`src/rtl/hrm_dem_25b.sv`:
```
// Harmonic demodulator, 25-bit.
// Takes one (cos, sin) sample pair and recovers its phase (binary angle,
// 2^25 = full turn) and its CORDIC-scaled magnitude by iterative vectoring.
// Also reports the phase step since the previous result.
//
// Handshake: a sample is taken on a rising edge where i_valid and o_ready
// are both high. o_ready is high only while idle, and no sample is queued
// while busy. o_valid pulses for one cycle when o_theta/o_mag/o_delta/
// o_delta_ok change; those outputs then hold until the next pulse.
module hrm_dem_25b #(
   parameter int ITER = 24
) (
   input  logic             i_clk,
   input  logic             i_rst,
   input  logic             i_valid,
   output logic             o_ready,
   input  logic [1:0][24:0] i_val,
   output logic             o_valid,
   output logic [24:0]      o_theta,
   output logic [24:0]      o_mag,
   output logic [24:0]      o_delta,
   output logic             o_delta_ok,
   output logic [1:0]       o_dbg_state
);

   typedef enum logic [1:0] {
      S_IDLE = 2'd0,
      S_PRE  = 2'd1,
      S_ROT  = 2'd2,
      S_DONE = 2'd3
   } state_t;

   localparam logic [4:0]  LAST_STEP = 5'(ITER - 1);
   localparam logic [24:0] HALF_TURN = 25'd16777216;

   state_t             r_state;
   logic signed [26:0] r_x;
   logic signed [26:0] r_y;
   logic [24:0]        r_z;
   logic [4:0]         r_i;
   logic               r_zero;
   logic [24:0]        r_prev;
   logic               r_have_prev;

   logic signed [26:0] w_xs;
   logic signed [26:0] w_ys;
   logic signed [26:0] w_x_nxt;
   logic signed [26:0] w_y_nxt;
   logic [24:0]        w_atan;
   logic [24:0]        w_z_nxt;
   logic [24:0]        w_theta_fin;
   logic [24:0]        w_mag_fin;

   // atan(2^-i) as a binary angle, rounded to the nearest LSB of a 2^25 turn.
   function automatic logic [24:0] atan_rom(input logic [4:0] idx);
      logic [24:0] v;
      case (idx)
         5'd0:    v = 25'd4194304;
         5'd1:    v = 25'd2476042;
         5'd2:    v = 25'd1308273;
         5'd3:    v = 25'd664100;
         5'd4:    v = 25'd333339;
         5'd5:    v = 25'd166832;
         5'd6:    v = 25'd83436;
         5'd7:    v = 25'd41721;
         5'd8:    v = 25'd20861;
         5'd9:    v = 25'd10430;
         5'd10:   v = 25'd5215;
         5'd11:   v = 25'd2608;
         5'd12:   v = 25'd1304;
         5'd13:   v = 25'd652;
         5'd14:   v = 25'd326;
         5'd15:   v = 25'd163;
         5'd16:   v = 25'd81;
         5'd17:   v = 25'd41;
         5'd18:   v = 25'd20;
         5'd19:   v = 25'd10;
         5'd20:   v = 25'd5;
         5'd21:   v = 25'd3;
         5'd22:   v = 25'd1;
         5'd23:   v = 25'd1;
         default: v = 25'd0;
      endcase
      return v;
   endfunction

   // One micro-rotation toward y = 0, from the current (pre-step) x, y, z.
   // Also forms the final phase/magnitude so they can be registered on the
   // same edge as the last rotation.
   always_comb begin
      w_xs   = r_x >>> r_i;
      w_ys   = r_y >>> r_i;
      w_atan = atan_rom(r_i);
      if (!r_y[26]) begin
         w_x_nxt = r_x + w_ys;
         w_y_nxt = r_y - w_xs;
         w_z_nxt = r_z + w_atan;
      end else begin
         w_x_nxt = r_x - w_ys;
         w_y_nxt = r_y + w_xs;
         w_z_nxt = r_z - w_atan;
      end
      w_theta_fin = r_zero ? 25'd0 : w_z_nxt;
      // x ends up non-negative; clip anything at or above 2^25
      if (r_zero || w_x_nxt[26]) begin
         w_mag_fin = 25'd0;
      end else if (w_x_nxt[25]) begin
         w_mag_fin = '1;
      end else begin
         w_mag_fin = w_x_nxt[24:0];
      end
   end

   // Control FSM, CORDIC datapath registers and registered outputs.
   always_ff @(posedge i_clk) begin
      if (i_rst) begin
         r_state     <= S_IDLE;
         r_x         <= '0;
         r_y         <= '0;
         r_z         <= '0;
         r_i         <= '0;
         r_zero      <= 1'b0;
         r_prev      <= '0;
         r_have_prev <= 1'b0;
         o_ready     <= 1'b1;
         o_valid     <= 1'b0;
         o_theta     <= '0;
         o_mag       <= '0;
         o_delta     <= '0;
         o_delta_ok  <= 1'b0;
      end else begin
         o_valid <= 1'b0;
         case (r_state)
            S_IDLE: begin
               if (i_valid && o_ready) begin
                  r_x     <= {{2{i_val[0][24]}}, i_val[0]};
                  r_y     <= {{2{i_val[1][24]}}, i_val[1]};
                  o_ready <= 1'b0;
                  r_state <= S_PRE;
               end
            end
            S_PRE: begin
               // fold the left half-plane onto the right by a half-turn
               if (r_x[26]) begin
                  r_x <= -r_x;
                  r_y <= -r_y;
                  r_z <= HALF_TURN;
               end else begin
                  r_z <= '0;
               end
               r_zero  <= (r_x == '0) && (r_y == '0);
               r_i     <= '0;
               r_state <= S_ROT;
            end
            S_ROT: begin
               r_x <= w_x_nxt;
               r_y <= w_y_nxt;
               r_z <= w_z_nxt;
               if (r_i == LAST_STEP) begin
                  o_theta     <= w_theta_fin;
                  o_mag       <= w_mag_fin;
                  o_delta     <= r_have_prev ? (w_theta_fin - r_prev) : 25'd0;
                  o_delta_ok  <= r_have_prev;
                  o_valid     <= 1'b1;
                  r_prev      <= w_theta_fin;
                  r_have_prev <= 1'b1;
                  r_state     <= S_DONE;
               end else begin
                  r_i <= r_i + 5'd1;
               end
            end
            S_DONE: begin
               o_ready <= 1'b1;
               r_state <= S_IDLE;
            end
            default: begin
               o_ready <= 1'b1;
               r_state <= S_IDLE;
            end
         endcase
      end
   end

   assign o_dbg_state = r_state;

endmodule

```
`config.mk`:
```
export PLATFORM = sky130hd
export DESIGN_NAME = hrm_dem_25b
export DESIGN_NICKNAME = d
export VERILOG_FILES = /design/src/rtl/hrm_dem_25b.sv
export SDC_FILE = /design/constraint.sdc
export NUM_CORES = 1
export LEC_CHECK = 0
export CAP_MARGIN = 30
export CORE_MARGIN = 4
export CORE_UTILIZATION = 35
export CTS_BUF_LIST = sky130_fd_sc_hd__clkbuf_4
export DETAILED_ROUTE_END_ITERATION = 12
export PLACE_DENSITY_LB_ADDON = 0.1
export REMOVE_ABC_BUFFERS = 1
export SKIP_LAST_GASP = 1
export SYNTH_ARGS = -nofsm -noshare
export SYNTH_HDL_FRONTEND = slang
export SYNTH_SLANG_ARGS = --single-unit
```
`constraint.sdc`:
```
create_clock -name i_clk -period 8.6 [get_ports i_clk]
set_input_delay 1.72 -clock i_clk [delete_from_list [all_inputs] [get_ports i_clk]]
set_output_delay 1.72 -clock i_clk [all_outputs]
set_load 0.02 [all_outputs]
```
======== Yosys cells after proc, flatten, opt, wreduce, memory -nomap -nowiden ========
Memory sizes are Yosys's and may differ from the RTL's. A register that Yosys moved wholly into a read port is not among the register bits.
Index checks and enable logic that the tools add are counted.
W data, S select, Z words.
storage, ports and cells
  register bits ........................... 166
  ROM bits ................................ 736
  input bits .............................. 53
  word-level logic and storage cells ...... 77
  memories ................................ 1
memories
  memory           words  bits a word  rd ports  clocked after Yosys merged registers in  wr ports  RTL line  source
  (no name shown)  32     23           1         1                                        0         57        case (idx)
operators by class
  $add $sub $neg .......................... 10
  equality and inequality tests ........... 8
  shifts and indexed selects .............. 2
  muxes and demuxes ....................... 25
  bitwise logic cells ..................... 1
  reductions and logical operators ........ 16
operator list
  kind                   number
  $mux W27               6
  $pmux W27 S3           2
  $mux W25               6
  $add A27 B27 Y27       2
  $logic_not A27 Y1      2
  $neg A27 Y27           2
  $sshr A27 B5 Y27       2
  $sub A27 B27 Y27       2
  $pmux W25 S2           1
  $sub A25 B25 Y25       2
  $add A25 B25 Y25       1
  $mux W5                3
  $pmux W5 S2            1
  $reduce_and A2 Y1      5
  $ne A2 B2 Y1 const B   4
  $pmux W2 S4            1
  $add A5 B1 Y5 const B  1
  $eq A5 B5 Y1 const B   1
  $eq A2 B2 Y1 const B   2
  $mux W2                2
  $reduce_bool A2 Y1     2
  $reduce_and A3 Y1      1
  $reduce_bool A3 Y1     1
  $eq A2 B1 Y1 const B   1
  7 further kinds        9

======== Depth between registers and ports, before layout ========
Gate-level depths: netlist (run 1).
  depth after elaboration ................. 5
  mapped depth ............................ 30
  depth with buffers taken out ............ 26

======== Worst setup path before layout (run 1) ========
Ideal clock, no wire load.
  kind .................................... register to register
  start point ............................. reg r_i[0]
  end point ............................... reg o_mag[10]
  arrival time ............................ 6.051 ns
  data required time ...................... 8.526 ns
  path slack .............................. 2.475 ns
  cell stages (with the launch flop) ...... 28
  clock period less this slack ............ 6.125 ns
  cells stage by stage .................... dfxtp_1 > buf_2 > buf_2 > buf_2 > buf_2 > buf_2 > buf_1 > mux2i_1 > mux2i_1 > a21oi_1 > ha_1 > and4_1 > nor2b_1 > and3_1 > and3_1 > or4b_2 > a32o_1 > ha_1 > inv_1 > nor2_1 > nor3_1 > a21oi_1 > o21ai_0 > o21ai_0 > xnor2_1 > or4_1 > clkbuf_1 > o21ai_0
between the ends
  longest elaborated chain between the ends .. 5
ends and longest elaborated chain
  item                                                  RTL line  source
  start, declared                                       40        logic [4:0] r_i;
  start signal, assigned                                169       r_i <= r_i + 5'd1;
  $sshr A27 B5 Y27                                      92        w_ys = r_y >>> r_i;
  $add A27 B27 Y27 or $sub A27 B27 Y27 (tied branches)  95, 99
  $mux W27                                              94        if (!r_y[26]) begin
  $mux W25 or $logic_or A1 B1 Y1 (tied branches)        107, 105
  $mux W25                                              105       if (r_zero || w_x_nxt[26]) begin
  end signal, assigned                                  161       o_mag <= w_mag_fin;
  end, declared                                         20        output logic [24:0] o_mag,
Parallel ways exist; a longest one is shown, timed or not.
A chain may end at the register's enable or synchronous reset.

======== Worst setup path in the final report (run 1) ========
  start point ............................. reg r_i[3]
  end point ............................... reg o_mag[0]
Same word-level chain as after synthesis.

==> results of run 1 <==
[layer usage]
layer  global-route usage [%]  share of wire, %  vias up
met3                    4.624               6.5      109
met1                    32.21                45     9399
met4                    7.995               2.9        2
met5                        0             0.018        -
met2                    38.37                45      709
li1                         -                 -     9384
[through the flow]
| stage | cell area (sq um) | hold slack, ns | setup TNS [ns] |
|---|---|---|---|
| 2_1_floorplan | 18420 | 0.4349 | -9.349 |
| 3_3_place_gp | 21000 | 0.4336 | 0 |
| 3_5_place_dp | 21000 | 0.4455 | 0 |
| 4_1_cts | 21240 | 0.4659 | 0 |
| 5_1_grt | 21280 | 0.4843 | 0 |
| 6_report | 21280 | 0.4641 | 0 |
[path summary, 6_finish.rpt]
kind | start | slack [ns] | depth (start not counted) | endpoint
hold / removal | o_delta[4] | 0.46 | 2 | o_delta[4]
setup / recovery | r_i[3] | 1.46 | 23 | o_mag[0]
setup reg to reg | r_i[3] | 1.46 | 23 | o_mag[0]
hold reg to reg | o_delta[4] | 0.46 | 2 | o_delta[4]
[final cells by class]
cell class	instances	area (sq um)
Clock buffer	17	127.6
Sequential cell	189	3794
Fill cell	5631	32850
Tap cell	696	870.8
Inverter	90	337.8
Multi-Input combinational cell	2104	14350
Timing Repair Buffer	177	1677
Antenna cell	8	20.02
Clock inverter	14	112.6
[cell families after synthesis]
| family | count (synthesis) | synth area share [%] |
|---|---|---|
| AO/OA/AOI/OAI | 747 | 25.07 |
| XOR/XNOR | 177 | 8.044 |
| adder cells (fa/ha/maj) | 121 | 8.011 |
| buffers and inverters | 283 | 6.174 |
| flip-flops | 189 | 19.63 |
| multiplexers | 158 | 11.13 |
| AND/OR/NAND/NOR | 901 | 21.94 |
[critical path, cell delays in order, from the launching register on]
cell and delay [ns]:
dfxtp_2 1.04, inv_1 0.31, buf_4 0.31, a211oi_1 0.24
a31o_2 0.25, nor2_1 0.06, a21oi_1 0.20, ha_1 0.23
and4_1 0.25, nor2b_1 0.19, and3_1 0.21, and3_1 0.21
or4b_2 0.60, a32o_1 0.28, ha_1 0.32, inv_1 0.12
nor2_1 0.06, nor3_1 0.14, a21oi_1 0.10, o21ai_0 0.38
o21ai_0 0.20, xnor2_1 0.18, or4_1 0.83, o21ai_0 0.30
[cells in the mapped netlist, types with 36 or more instances]
cell type	n	area, sq um
xor2_1	54	473.0
nor3_1	73	365.4
nand2b_1	36	225.2
nand2_1	250	938.4
xnor2_1	123	1077
mux4_2	43	968.4
ha_1	117	1464
inv_1	86	322.8
clkbuf_1	130	488.0
nor2_1	305	1145
mux2i_1	98	980.9
o21ai_0	155	775.7
nand3_1	49	245.2
dfxtp_1	189	3784
a21oi_1	231	1156
[registers in the layout, indices dropped and copies added, names as in the netlist]
| name | flops |
|---|---|
| o_delta_ok | 1 |
| r_x | 27 |
| o_dbg_state | 2 |
| r_prev | 25 |
| o_valid | 1 |
| w_atan | 23 |
| o_ready | 1 |
| r_y | 27 |
| r_z | 25 |
| r_zero | 1 |
| o_mag | 25 |
| r_have_prev | 1 |
| o_delta | 25 |
| r_i | 5 |
==> impl_metrics.ini, run 1 <==
[timing]
min_period_ns = 7.144
fmax_mhz = 140.0
hold_viol_final = 0
setup_slack_ns = 1.456
tightestPinTransition_ns = 1.015
setup-violations-final = 0
post-route-period-util_pct = 83.07
finalClockSkew_ns = 0.04608
grt_setup_unrepaired = false
slew_violations = 0
slew_headroom_pct = 32.34

[synthesis]
synthCells = 2576
synth.avg_cell_area_sq_um = 7.481
ys_ff_latch = 189
ys_types = 93
synth_area_sq_um = 19270
seq_area_frac_synth_pct = 19.63
yosys_warnings = 0
synth-edff-count = 0
async_flop_share_pct = 0
synth_top_flop_cell = dfxtp_1

[floorplan]
dieArea_sq_um = 58880
die-width_microns = 242.7
io_pins = 133
coreArea_sq_um = 54130
start_util_pct = 35.60
row_count = 85
dieHeight_microns = 242.7

[setup_path]
start_kind = flip-flop
worstSetupEndpointType = flip-flop
worstSetupPathType = reg2reg
worst-path-max-fanout = 41
crit_arrival_ns = 7.84
required_ns = 9.29

[routing]
remaining_drc_errors = 0
ant_nets = 0
vias_per_cell = 5.949
wire_per_inst_microns = 21.83
route.vias.total = 19600
finalWirelength_microns = 71950
drt-initial-drc-count = 1782
dr.pass1.iters = 6

[placement]
hpwl_microns = 53000
dp_slack_ns = 1.489
place_congestion = 0.9761
portBuffers = 132
dpl.cell_count = 3255

[finish]
layout_common_cells = 302 x nor2_1, 249 x nand2_1, 231 x a21oi_1
fin_nets = 2753
utilization_pct = 39.32
final_common_cell = nor2_1
drive_gt1_share_pct = 6.793
syn2layout_area_growth_pct = 10.44
stdcell_count = 3295

[global_routing]
grt_antenna_before_repair = 7
grt_pass1_vias = 18740
grtUsageTotal_pct = 23.86
grt_overflow = 0
grt_pass1_wl_microns = 111800
grt_max_degree = 74

[clock_tree]
path_clk_slew_ns = 0.20
insertion_delay_ns = 0.80
clock-sinks = 189
cts_tree = built
clock-root-buffer = clkbuf_4
cts_resized = 0
postCtsSetupBuffers = 0
cts_made_buffers = 17
clock_path_buffers = 2
cts_max_level = 4
ctsHoldBuffers = 0

[run_status]
status = finished, final reports clean

[flow_run]
drv_cap = 0

[min_path]
worstHoldPathType = reg2reg
Power of run 1 is left out: the tool's default activity adds up to more than one toggle a clock period on the data nets, which glitch-free logic cannot reach.
==> run 2: changes to the inputs <==
==> constraint.sdc (replaced) <==
create_clock -name i_clk -period 6.3 [get_ports i_clk]
set_input_delay 1.26 -clock i_clk [delete_from_list [all_inputs] [get_ports i_clk]]
set_output_delay 1.26 -clock i_clk [all_outputs]
set_load 0.02 [all_outputs]
==> run 2 against run 1 <==
  * Register-to-register slack worse by 1.1 ns
  * First-iteration DRC count increased by 0.11%
  * Maximum frequency grew 21%
  * Die area is the same
  * Core utilization increased by 1.8 points
  * Global-route usage is 0.74 points higher
  * Clock-buffer cell count unchanged
  * Clock skew up 0.038 ns
  * Via count grew 2.6%
  * Worst setup slack worse by 1.1 ns
  * Flip-flop and latch count unchanged
==> impl_metrics.ini, run 2 (synthesized netlist as in run 1, its figures left out) <==
[floorplan]
die-width_microns = 242.7
dieArea_sq_um = 58880
dieHeight_microns = 242.7
row_count = 85
coreArea_sq_um = 54130
start_util_pct = 35.60
io_pins = 133

[placement]
place_congestion = 0.9315
hpwl_microns = 56390
portBuffers = 132
dp_slack_ns = 0.2241
dpl.cell_count = 3350

[clock_tree]
clock-sinks = 189
cts_max_level = 4
cts_tree = built
clock_path_buffers = 2
cts_made_buffers = 17
path_clk_slew_ns = 0.24
insertion_delay_ns = 0.84
clock-root-buffer = clkbuf_4

[routing]
drt-initial-drc-count = 1784
wire_per_inst_microns = 21.96
wl_met2_microns = 34650
dr.pass1.iters = 5
dr_wl_met3_microns = 3845
ant_nets = 0
finalWirelength_microns = 74560
wl_met1_microns = 34220
vias_per_cell = 5.926
route.vias.total = 20120
remaining_drc_errors = 0
highest_layer = met4

[min_path]
hold-path-cell-count = 2
hp-start = o_delta[18]
hold-path-endpoint = o_delta[18]
worstHoldPathType = reg2reg

[timing]
finalClockSkew_ns = 0.08390
slew_violations = 0
hold_slack_ns = 0.4642
grt_setup_unrepaired = false
setup_slack_ns = 0.3879
hold_viol_final = 0
min_period_ns = 5.912
post-route-period-util_pct = 93.84
fmax_mhz = 169.1
slew_headroom_pct = 35.83
setup-violations-final = 0
tightestPinTransition_ns = 0.9613

[finish]
fin_nets = 2855
final_common_cell = nor2_1
drive_gt1_share_pct = 10.73
stdcell_count = 3395
layout_common_cells = 302 x nor2_1, 248 x nand2_1, 231 x a21oi_1
top_regs = r_x: 27 flops, r_y: 27 flops
syn2layout_area_growth_pct = 15.47

[setup_path]
worst-path-max-fanout = 24
rr_worst_depth = 24
rr_endpoint = o_mag[12]
cp_cell_sequence = buf_12 -> buf_12 -> mux4_2 -> mux2i_1 -> mux2i_1 -> a21oi_1 -> ha_1 -> and4_1 -> nor2b_2 -> and3_1 -> and3_1 -> or4b_2 -> a32o_1 -> ha_1 -> inv_1 -> nor2_1 -> nor3_1 -> a21oi_1 -> o21ai_0 -> o21ai_1 -> xnor2_1 -> or4_1 -> buf_12 -> o21ai_0
r2r_slack_ns = 0.39
critPathSlowestCell = or4b_2
worstSetupPathType = reg2reg
worstSetupEndpointType = flip-flop
cp_common_cell = buf_12
required_ns = 7.00
slowest_delay_ns = 0.59
start_kind = flip-flop
r2r-start = r_i[1]
crit_arrival_ns = 6.61

[global_routing]
grt_antenna_before_repair = 2
grt_overflow = 0
grtUsageTotal_pct = 24.60
grt_max_degree = 80
grt_pass1_vias = 19030
grt_pass1_wl_microns = 114900

[flow_run]
drv_cap = 0

[run_status]
status = finished, final reports clean
-- run 2: cell types whose count changed in the layout (fill, tap and decap cells not counted), sizes merged --
cell	previous run	this run
clkinvlp	2	3
bufinv	0	1
buf	46	148
clkinv	10	9
diode	8	5
-- run 2: per-stage QoR --
stage               area, sq um  TNS (ns)  utilization (%)
floorplan                 18420   -129.08                -
global placement          21780         0            40.24
CTS                       22090         0            40.80
global route              22250         0            41.10
finish                    22250         0            41.11
detailed placement        21780         0            40.24
-- run 2: worst max-delay path: cells and delay by family, from the launching register on --
kind,cells,cell delay [ns]
buffers and inverters,4,0.52
XOR/XNOR,1,0.14
AO/OA/AOI/OAI,6,1.14
flip-flops,1,0.49
adder cells (fa/ha/maj),2,0.49
multiplexers,3,0.89
AND/OR/NAND/NOR,8,2.06
-- run 2: cell type report --
type | count | area, sq um
clock inverter | 15 | 176.4
tap | 696 | 870.8
fill | 5620 | 31880
multi-input combinational | 2104 | 14390
antenna | 5 | 12.51
timing repair buffer | 279 | 2539
clock buffer | 17 | 127.6
inverter | 90 | 337.8
sequential | 189 | 3799
-- run 2: metal layers --
| layer | GRT usage (%) | vias up |
|---|---|---|
| met5 | 0 | - |
| met4 | 6.841 | 0 |
| met3 | 3.631 | 101 |
| met2 | 40.61 | 643 |
| met1 | 33.63 | 9768 |
| li1 | - | 9607 |
-- run 2: repair_timing --
item	CTS	global route
gates resized for setup	0	18
setup buffers	0	8
hold buffers	0	0
endpoints found under the setup margin	0	45
-- run 2: worst max-delay path by stage --
stage | endpoint | depth (start not counted) | slack (ns) | start
6_report | o_mag[12] | 24 | 0.39 | r_i[1]
5_1_grt | r_y[22] | 24 | 0.01 | r_i[1]
4_1_cts | r_y[26] | 23 | 0.10 | r_i[1]
3_5_place_dp | r_y[26] | 23 | 0.22 | r_i[1]
3_3_place_gp | r_y[26] | 22 | 0.32 | r_i[3]
2_1_floorplan | o_mag[22] | 18 | -2.80 | r_i[1]
Power of run 2 is left out for the same reason.
